--- src/rtl/dram_rd_arbiter_if.sv ---
// Bundle of the two client request ports and the shared DRAM read-command port.
// slave = arbiter side, master = clients plus DRAM reader side.
interface dram_rd_arbiter_if #(
    parameter int unsigned ADDR_WIDTH = 32,
    parameter int unsigned NUM_WIDTH  = 32
);
    logic [1:0]            rq_kick;
    logic [NUM_WIDTH-1:0]  rq_num0;
    logic [NUM_WIDTH-1:0]  rq_num1;
    logic [ADDR_WIDTH-1:0] rq_addr0;
    logic [ADDR_WIDTH-1:0] rq_addr1;
    logic [1:0]            rq_busy;
    logic                  kick;
    logic                  busy;
    logic [NUM_WIDTH-1:0]  read_num;
    logic [ADDR_WIDTH-1:0] read_addr;
    logic                  owner;
    logic                  owner_valid;
    logic [1:0]            err_kick;
    logic [7:0]            retry_cnt;

    modport slave (
        input  rq_kick, rq_num0, rq_num1, rq_addr0, rq_addr1, busy,
        output rq_busy, kick, read_num, read_addr, owner, owner_valid,
               err_kick, retry_cnt
    );

    modport master (
        output rq_kick, rq_num0, rq_num1, rq_addr0, rq_addr1, busy,
        input  rq_busy, kick, read_num, read_addr, owner, owner_valid,
               err_kick, retry_cnt
    );
endinterface

--- src/rtl/dram_rd_arbiter.sv ---
// Two-client arbiter for the DRAM read-command port: request latching, kick/busy sequencing, busy-start timeout re-kick.
// Define DRAM_ARB_FIXED_PRIO_EN for fixed priority (client 0 wins ties); default is round-robin.
module dram_rd_arbiter #(
    parameter int unsigned ADDR_WIDTH   = 32,
    parameter int unsigned NUM_WIDTH    = 32,
    parameter int unsigned BUSY_TIMEOUT = 1024
) (
    input logic              clk,
    input logic              rst,
    dram_rd_arbiter_if.slave bus
);
    localparam int unsigned      CNT_W    = $clog2(BUSY_TIMEOUT);
    localparam logic [CNT_W-1:0] CNT_LAST = CNT_W'(BUSY_TIMEOUT - 1);

    typedef enum logic [2:0] {
        S_IDLE,
        S_ISSUE,
        S_WAIT_BUSY,
        S_RUN,
        S_DONE
    } state_e;

    state_e                state_q, state_d;
    logic [1:0]            pend_q, pend_d;
    logic [NUM_WIDTH-1:0]  slot_num_q [2];
    logic [NUM_WIDTH-1:0]  slot_num_d [2];
    logic [ADDR_WIDTH-1:0] slot_addr_q [2];
    logic [ADDR_WIDTH-1:0] slot_addr_d [2];
    logic                  kick_q, kick_d;
    logic [NUM_WIDTH-1:0]  read_num_q, read_num_d;
    logic [ADDR_WIDTH-1:0] read_addr_q, read_addr_d;
    logic                  owner_q, owner_d;
    logic                  owner_valid_q, owner_valid_d;
    logic [1:0]            err_kick_q, err_kick_d;
    logic [7:0]            retry_cnt_q, retry_cnt_d;
    logic [CNT_W-1:0]      wait_cnt_q, wait_cnt_d;
    logic                  win;

`ifdef DRAM_ARB_FIXED_PRIO_EN
    always_comb begin
        win = ~pend_q[0];
    end
`else
    logic last_owner_q, last_owner_d;

    // On a tie the client that was not served last wins.
    always_comb begin
        win          = (&pend_q) ? ~last_owner_q : ~pend_q[0];
        last_owner_d = (state_q == S_DONE) ? owner_q : last_owner_q;
    end

    always_ff @(posedge clk) begin
        if (rst) last_owner_q <= 1'b1;
        else     last_owner_q <= last_owner_d;
    end
`endif

    always_comb begin
        state_d       = state_q;
        pend_d        = pend_q;
        slot_num_d    = slot_num_q;
        slot_addr_d   = slot_addr_q;
        kick_d        = 1'b0;
        read_num_d    = read_num_q;
        read_addr_d   = read_addr_q;
        owner_d       = owner_q;
        owner_valid_d = owner_valid_q;
        err_kick_d    = err_kick_q;
        retry_cnt_d   = retry_cnt_q;
        wait_cnt_d    = wait_cnt_q;

        if (bus.rq_kick[0]) begin
            if (pend_q[0]) begin
                err_kick_d[0] = 1'b1;
            end else begin
                pend_d[0]      = 1'b1;
                slot_num_d[0]  = bus.rq_num0;
                slot_addr_d[0] = bus.rq_addr0;
            end
        end
        if (bus.rq_kick[1]) begin
            if (pend_q[1]) begin
                err_kick_d[1] = 1'b1;
            end else begin
                pend_d[1]      = 1'b1;
                slot_num_d[1]  = bus.rq_num1;
                slot_addr_d[1] = bus.rq_addr1;
            end
        end

        unique case (state_q)
            S_IDLE: begin
                if (|pend_q) begin
                    owner_d       = win;
                    read_num_d    = slot_num_q[win];
                    read_addr_d   = slot_addr_q[win];
                    owner_valid_d = 1'b1;
                    // Zero-length requests never reach the DRAM reader.
                    kick_d        = (slot_num_q[win] != '0);
                    state_d       = S_ISSUE;
                end
            end
            S_ISSUE: begin
                wait_cnt_d = '0;
                state_d    = (read_num_q == '0) ? S_DONE : S_WAIT_BUSY;
            end
            S_WAIT_BUSY: begin
                if (bus.busy) begin
                    state_d = S_RUN;
                end else if (wait_cnt_q == CNT_LAST) begin
                    state_d = S_ISSUE;
                    kick_d  = 1'b1;
                    if (retry_cnt_q != '1) retry_cnt_d = retry_cnt_q + 8'd1;
                end else begin
                    wait_cnt_d = wait_cnt_q + CNT_W'(1);
                end
            end
            S_RUN: begin
                if (!bus.busy) state_d = S_DONE;
            end
            S_DONE: begin
                pend_d[owner_q] = 1'b0;
                owner_valid_d   = 1'b0;
                state_d         = S_IDLE;
            end
            default: state_d = S_IDLE;
        endcase
    end

    always_ff @(posedge clk) begin
        if (rst) begin
            state_q       <= S_IDLE;
            pend_q        <= '0;
            slot_num_q    <= '{default: '0};
            slot_addr_q   <= '{default: '0};
            kick_q        <= 1'b0;
            read_num_q    <= '0;
            read_addr_q   <= '0;
            owner_q       <= 1'b0;
            owner_valid_q <= 1'b0;
            err_kick_q    <= '0;
            retry_cnt_q   <= '0;
            wait_cnt_q    <= '0;
        end else begin
            state_q       <= state_d;
            pend_q        <= pend_d;
            slot_num_q    <= slot_num_d;
            slot_addr_q   <= slot_addr_d;
            kick_q        <= kick_d;
            read_num_q    <= read_num_d;
            read_addr_q   <= read_addr_d;
            owner_q       <= owner_d;
            owner_valid_q <= owner_valid_d;
            err_kick_q    <= err_kick_d;
            retry_cnt_q   <= retry_cnt_d;
            wait_cnt_q    <= wait_cnt_d;
        end
    end

    always_comb begin
        bus.rq_busy     = pend_q;
        bus.kick        = kick_q;
        bus.read_num    = read_num_q;
        bus.read_addr   = read_addr_q;
        bus.owner       = owner_q;
        bus.owner_valid = owner_valid_q;
        bus.err_kick    = err_kick_q;
        bus.retry_cnt   = retry_cnt_q;
    end
endmodule

--- src/flat_wrapper.sv ---
// flat-port wrapper written by rule: the top's interface ports become plain ports
module dram_rd_arbiter_flat 
#(
    parameter int unsigned ADDR_WIDTH   = 32,
    parameter int unsigned NUM_WIDTH    = 32,
    parameter int unsigned BUSY_TIMEOUT = 1024
)
  (clk, rst, bus_rq_kick, bus_rq_num0, bus_rq_num1, bus_rq_addr0, bus_rq_addr1, bus_busy, bus_rq_busy, bus_kick, bus_read_num, bus_read_addr, bus_owner, bus_owner_valid, bus_err_kick, bus_retry_cnt);
  dram_rd_arbiter_if #(.ADDR_WIDTH(ADDR_WIDTH), .NUM_WIDTH(NUM_WIDTH)) bus_i ();
  input logic clk;
  input logic rst;
  input wire logic [$bits(bus_i.rq_kick)-1:0] bus_rq_kick;
  input wire logic [$bits(bus_i.rq_num0)-1:0] bus_rq_num0;
  input wire logic [$bits(bus_i.rq_num1)-1:0] bus_rq_num1;
  input wire logic [$bits(bus_i.rq_addr0)-1:0] bus_rq_addr0;
  input wire logic [$bits(bus_i.rq_addr1)-1:0] bus_rq_addr1;
  input wire logic [$bits(bus_i.busy)-1:0] bus_busy;
  output wire logic [$bits(bus_i.rq_busy)-1:0] bus_rq_busy;
  output wire logic [$bits(bus_i.kick)-1:0] bus_kick;
  output wire logic [$bits(bus_i.read_num)-1:0] bus_read_num;
  output wire logic [$bits(bus_i.read_addr)-1:0] bus_read_addr;
  output wire logic [$bits(bus_i.owner)-1:0] bus_owner;
  output wire logic [$bits(bus_i.owner_valid)-1:0] bus_owner_valid;
  output wire logic [$bits(bus_i.err_kick)-1:0] bus_err_kick;
  output wire logic [$bits(bus_i.retry_cnt)-1:0] bus_retry_cnt;
  assign bus_i.rq_kick = bus_rq_kick;
  assign bus_i.rq_num0 = bus_rq_num0;
  assign bus_i.rq_num1 = bus_rq_num1;
  assign bus_i.rq_addr0 = bus_rq_addr0;
  assign bus_i.rq_addr1 = bus_rq_addr1;
  assign bus_i.busy = bus_busy;
  assign bus_rq_busy = bus_i.rq_busy;
  assign bus_kick = bus_i.kick;
  assign bus_read_num = bus_i.read_num;
  assign bus_read_addr = bus_i.read_addr;
  assign bus_owner = bus_i.owner;
  assign bus_owner_valid = bus_i.owner_valid;
  assign bus_err_kick = bus_i.err_kick;
  assign bus_retry_cnt = bus_i.retry_cnt;
  dram_rd_arbiter #(.ADDR_WIDTH(ADDR_WIDTH), .NUM_WIDTH(NUM_WIDTH), .BUSY_TIMEOUT(BUSY_TIMEOUT)) u_core (.clk(clk), .rst(rst), .bus(bus_i));
endmodule
--- config.mk ---
export PLATFORM = sky130hd
export DESIGN_NAME = dram_rd_arbiter_flat
export DESIGN_NICKNAME = d
export VERILOG_FILES = /design/src/rtl/dram_rd_arbiter_if.sv /design/src/rtl/dram_rd_arbiter.sv /design/src/flat_wrapper.sv
export SDC_FILE = /design/constraint.sdc
export NUM_CORES = 1
export LEC_CHECK = 0
export ABC_AREA = 1
export CAP_MARGIN = 10
export CORE_ASPECT_RATIO = 1.5
export CORE_MARGIN = 1.5
export CORE_UTILIZATION = 50
export DETAILED_ROUTE_END_ITERATION = 6
export GPL_TIMING_DRIVEN = 0
export PLACE_DENSITY = 0.8
export SYNTH_ARGS = -nofsm -noshare
export SYNTH_HDL_FRONTEND = slang
export SYNTH_SLANG_ARGS = --single-unit
--- constraint.sdc ---
create_clock -name clk -period 2.4 [get_ports clk]
set_clock_uncertainty 0.2 [all_clocks]
set_input_delay 0.36 -clock clk [delete_from_list [all_inputs] [get_ports clk]]
set_output_delay 0.36 -clock clk [all_outputs]
set_load 0.01 [all_outputs]
==> metrics.txt <==
outcome=finished, final reports clean; fin nets=1,560; CTS tree=built; post-detail-place hpwl=20.3 mm; all-layer global routing usage=29.2%; Slew Limit Headroom=55.9%; row cnt=59; endpoints failing setup=0; crit path launch type=input port; Die Ht=166 um; Post-Syn Area per Cell=7.44 sq um; Final Hold Viols=0; Slew Limit Fails=0; DIE AREA=18,500 sq um; Power, Total=11.0 mW; critical path class=in -> reg; vias in the first global route=8,868; dpl ws=-463 ps; largest net degree at the start of global routing=17; # diodes=0; synth unique cells=34; Detailed Route Iter0 Violations=578; Max Root-Sink Buffers=3; Worst Setup SP=bus_rq_kick[1]; final worst setup slack=134 ps; Placeable Area=17,300 sq um; post-DR wirelength/cell=16.9 um; Critical Path RT=2580 ps; first-pass GRT wire length=43.9 mm; Tcrit/Tclk final=94.4%; Synth Cell Area=8860 sq um; Synth Warn #=0; Hold Path Cell Cnt=3; Hold Startpoint=bus_rq_addr0[27]; initial antenna violation count=0; Hold WC Path Type=in -> reg; share of layout cells above drive strength 1=5.07%; RePlAce Congestion=0.901; RSZ-0062 raised after global routing=no; Clock transition at path regs=70 ps; Antenna Nets Post-Route=0; Max-Cap Viols=0; Synth Instances=1,191; IO Count=212; Max Clk Rate=441 MHz; leak pwr=4.90 nW; setup TNS=0 ps; FF-to-FF path depth=12; chip width=112 um; fin util=69.5%; Final min period=2270 ps; Max VDD drop=0.695 mV; CTS root buf=clkbuf_16; Pwr Density=909 nW/um^2; vias=8,993; Area Growth Syn to Fin=36.2%; CTS Hold Buffers Added=0; Mapped Nets=1,326; Seq cells post-synth=221; largest fanout on the critical path=10; WL final=27.9 mm; reg2reg start=u_core.bus.rq_busy[1]; Port Buffer Count=211; Worst EP arrival=2440 ps; CP Capture Type=flip-flop; Num CTS Buffers=21; 1st-pass router iterations=5; GR Overflow Total=0; Skew-Pair Late Insertion Delay=510 ps; Reg2Reg Setup Slack=190 ps; Initial Utilization=51.0%; register area share after synthesis=50.0%; DRC errors left=0; DR vias/cell=5.44; Clock Sink Count=221; Worst Tran Pin Value=662 ps; CTS H-tree lvls=1
kinds of logic (layout without fill, tap and decap cells):
logic type | Yosys count | count (layout) | share of synthesized area [%]
DFF | 221 | 221 | 50.0
buffers and inverters | 164 | 413 | 7.62
and+or+nand+nor | 414 | 414 | 19.6
xor gates and xnor gates | 10 | 10 | 0.989
AOI/OAI and AO/OA | 380 | 380 | 21.6
adders and majority gates | 2 | 2 | 0.283
synthesized netlist by cell type:
| cell type | number | share of area (%) |
|---|---|---|
| nand3b_1 | 9 | 0.76 |
| nor3b_1 | 1 | 0.085 |
| o221ai_1 | 1 | 0.099 |
| nor2_2 | 2 | 0.14 |
| clkbuf_1 | 56 | 2.4 |
| nor3_1 | 8 | 0.45 |
| buf_2 | 14 | 0.79 |
| nand2_2 | 2 | 0.14 |
| dfxtp_1 | 221 | 50 |
| nand3_1 | 34 | 1.9 |
| ha_1 | 2 | 0.28 |
| o21ai_0 | 202 | 11 |
| nor4_1 | 4 | 0.28 |
| nor3_2 | 1 | 0.11 |
| xor2_1 | 5 | 0.49 |
| nor2_1 | 190 | 8.1 |
| a21o_1 | 1 | 0.085 |
| or2_1 | 1 | 0.071 |
| clkinv_1 | 1 | 0.042 |
| a21oi_1 | 171 | 9.7 |
| buf_6 | 3 | 0.38 |
| nand2_4 | 1 | 0.13 |
| buf_1 | 2 | 0.085 |
| nor2_8 | 1 | 0.23 |
| inv_2 | 2 | 0.085 |
| xnor2_1 | 5 | 0.49 |
| nand2_1 | 150 | 6.4 |
| o21ai_1 | 3 | 0.17 |
| nor2_4 | 2 | 0.25 |
| buf_4 | 5 | 0.42 |
| inv_1 | 81 | 3.4 |
| nand4_1 | 8 | 0.57 |
| o22ai_1 | 1 | 0.071 |
| o311ai_1 | 1 | 0.099 |
layer usage:
metal  GRT usage, %  routed length [um]
met5              0                   0
met4           17.5                1700
met3           5.07                2000
met2           52.0               13900
met1           32.2               10400
through the flow:
stage               hold WS (ps)  std cells  cell area, sq um
floorplan                    230       1191              8860
global placement             239       1615             11200
detailed placement           244       1615             11200
CTS                          228       1653             12100
global route                 234       1653             12100
finish                       240       1653             12100
final cells by class:
cell class / instances / area (sq um)
fillers: 1437 / 5290
multi-input cells: 806 / 3760
plain buffers: 80 / 363
flip-flops and latches: 221 / 4420
inverters: 84 / 315
well taps: 213 / 267
repair buffers: 211 / 2110
clock buffers: 26 / 574
clock inverters: 12 / 248
sequential cells by signal, summed over array words and instances, names as in the netlist, 2 cells and up:
name,cells
u_core.bus.read_num,32
u_core.slot_addr_q,64
u_core.slot_num_q,64
u_core.bus.read_addr,32
u_core.wait_cnt_q,10
u_core.bus.rq_busy,2
u_core.state_q,3
u_core.bus.err_kick,2
u_core.bus.retry_cnt,8
worst paths after layout:
kind,end
max,u_core.slot_num_q[0]
min,u_core.slot_addr_q[59]
max reg2reg,u_core.bus.kick
min reg2reg,u_core.slot_num_q[17]
critical path, stage by stage:
cell	delay (ps)
clkdlybuf4s50_1	580
inv_1	70
nor2_1	410
inv_1	280
buf_2	260
o21ai_0	400
a21oi_1	70
timing repair:
| item | in CTS | in global routing |
|---|---|---|
| setup buffers | 0 | 0 |
| setup endpoints to repair | 1 | 1 |
| gates resized for setup | 1 | 6 |
| cloned | 0 | 0 |
cells in the final DEF (no fill, tap or decap), types with 21 or more instances in the layout:
cell,netlist,routed
inv_1,81,81
nand2_1,150,150
clkbuf_1,56,55
nand3_1,34,34
clkdlybuf4s50_1,0,211
clkbuf_16,0,21
o21ai_0,202,202
a21oi_1,171,171
nor2_1,190,189
dfxtp_1,221,221
where the power goes:
group	total [mW]	internal, mW	switching, mW
clock	3.95	2.47	1.48
combinational	2.53	1.15	1.39
sequential	4.48	4.15	0.325
total	11.0	7.77	3.19
(Power assumes the default switching activity.)
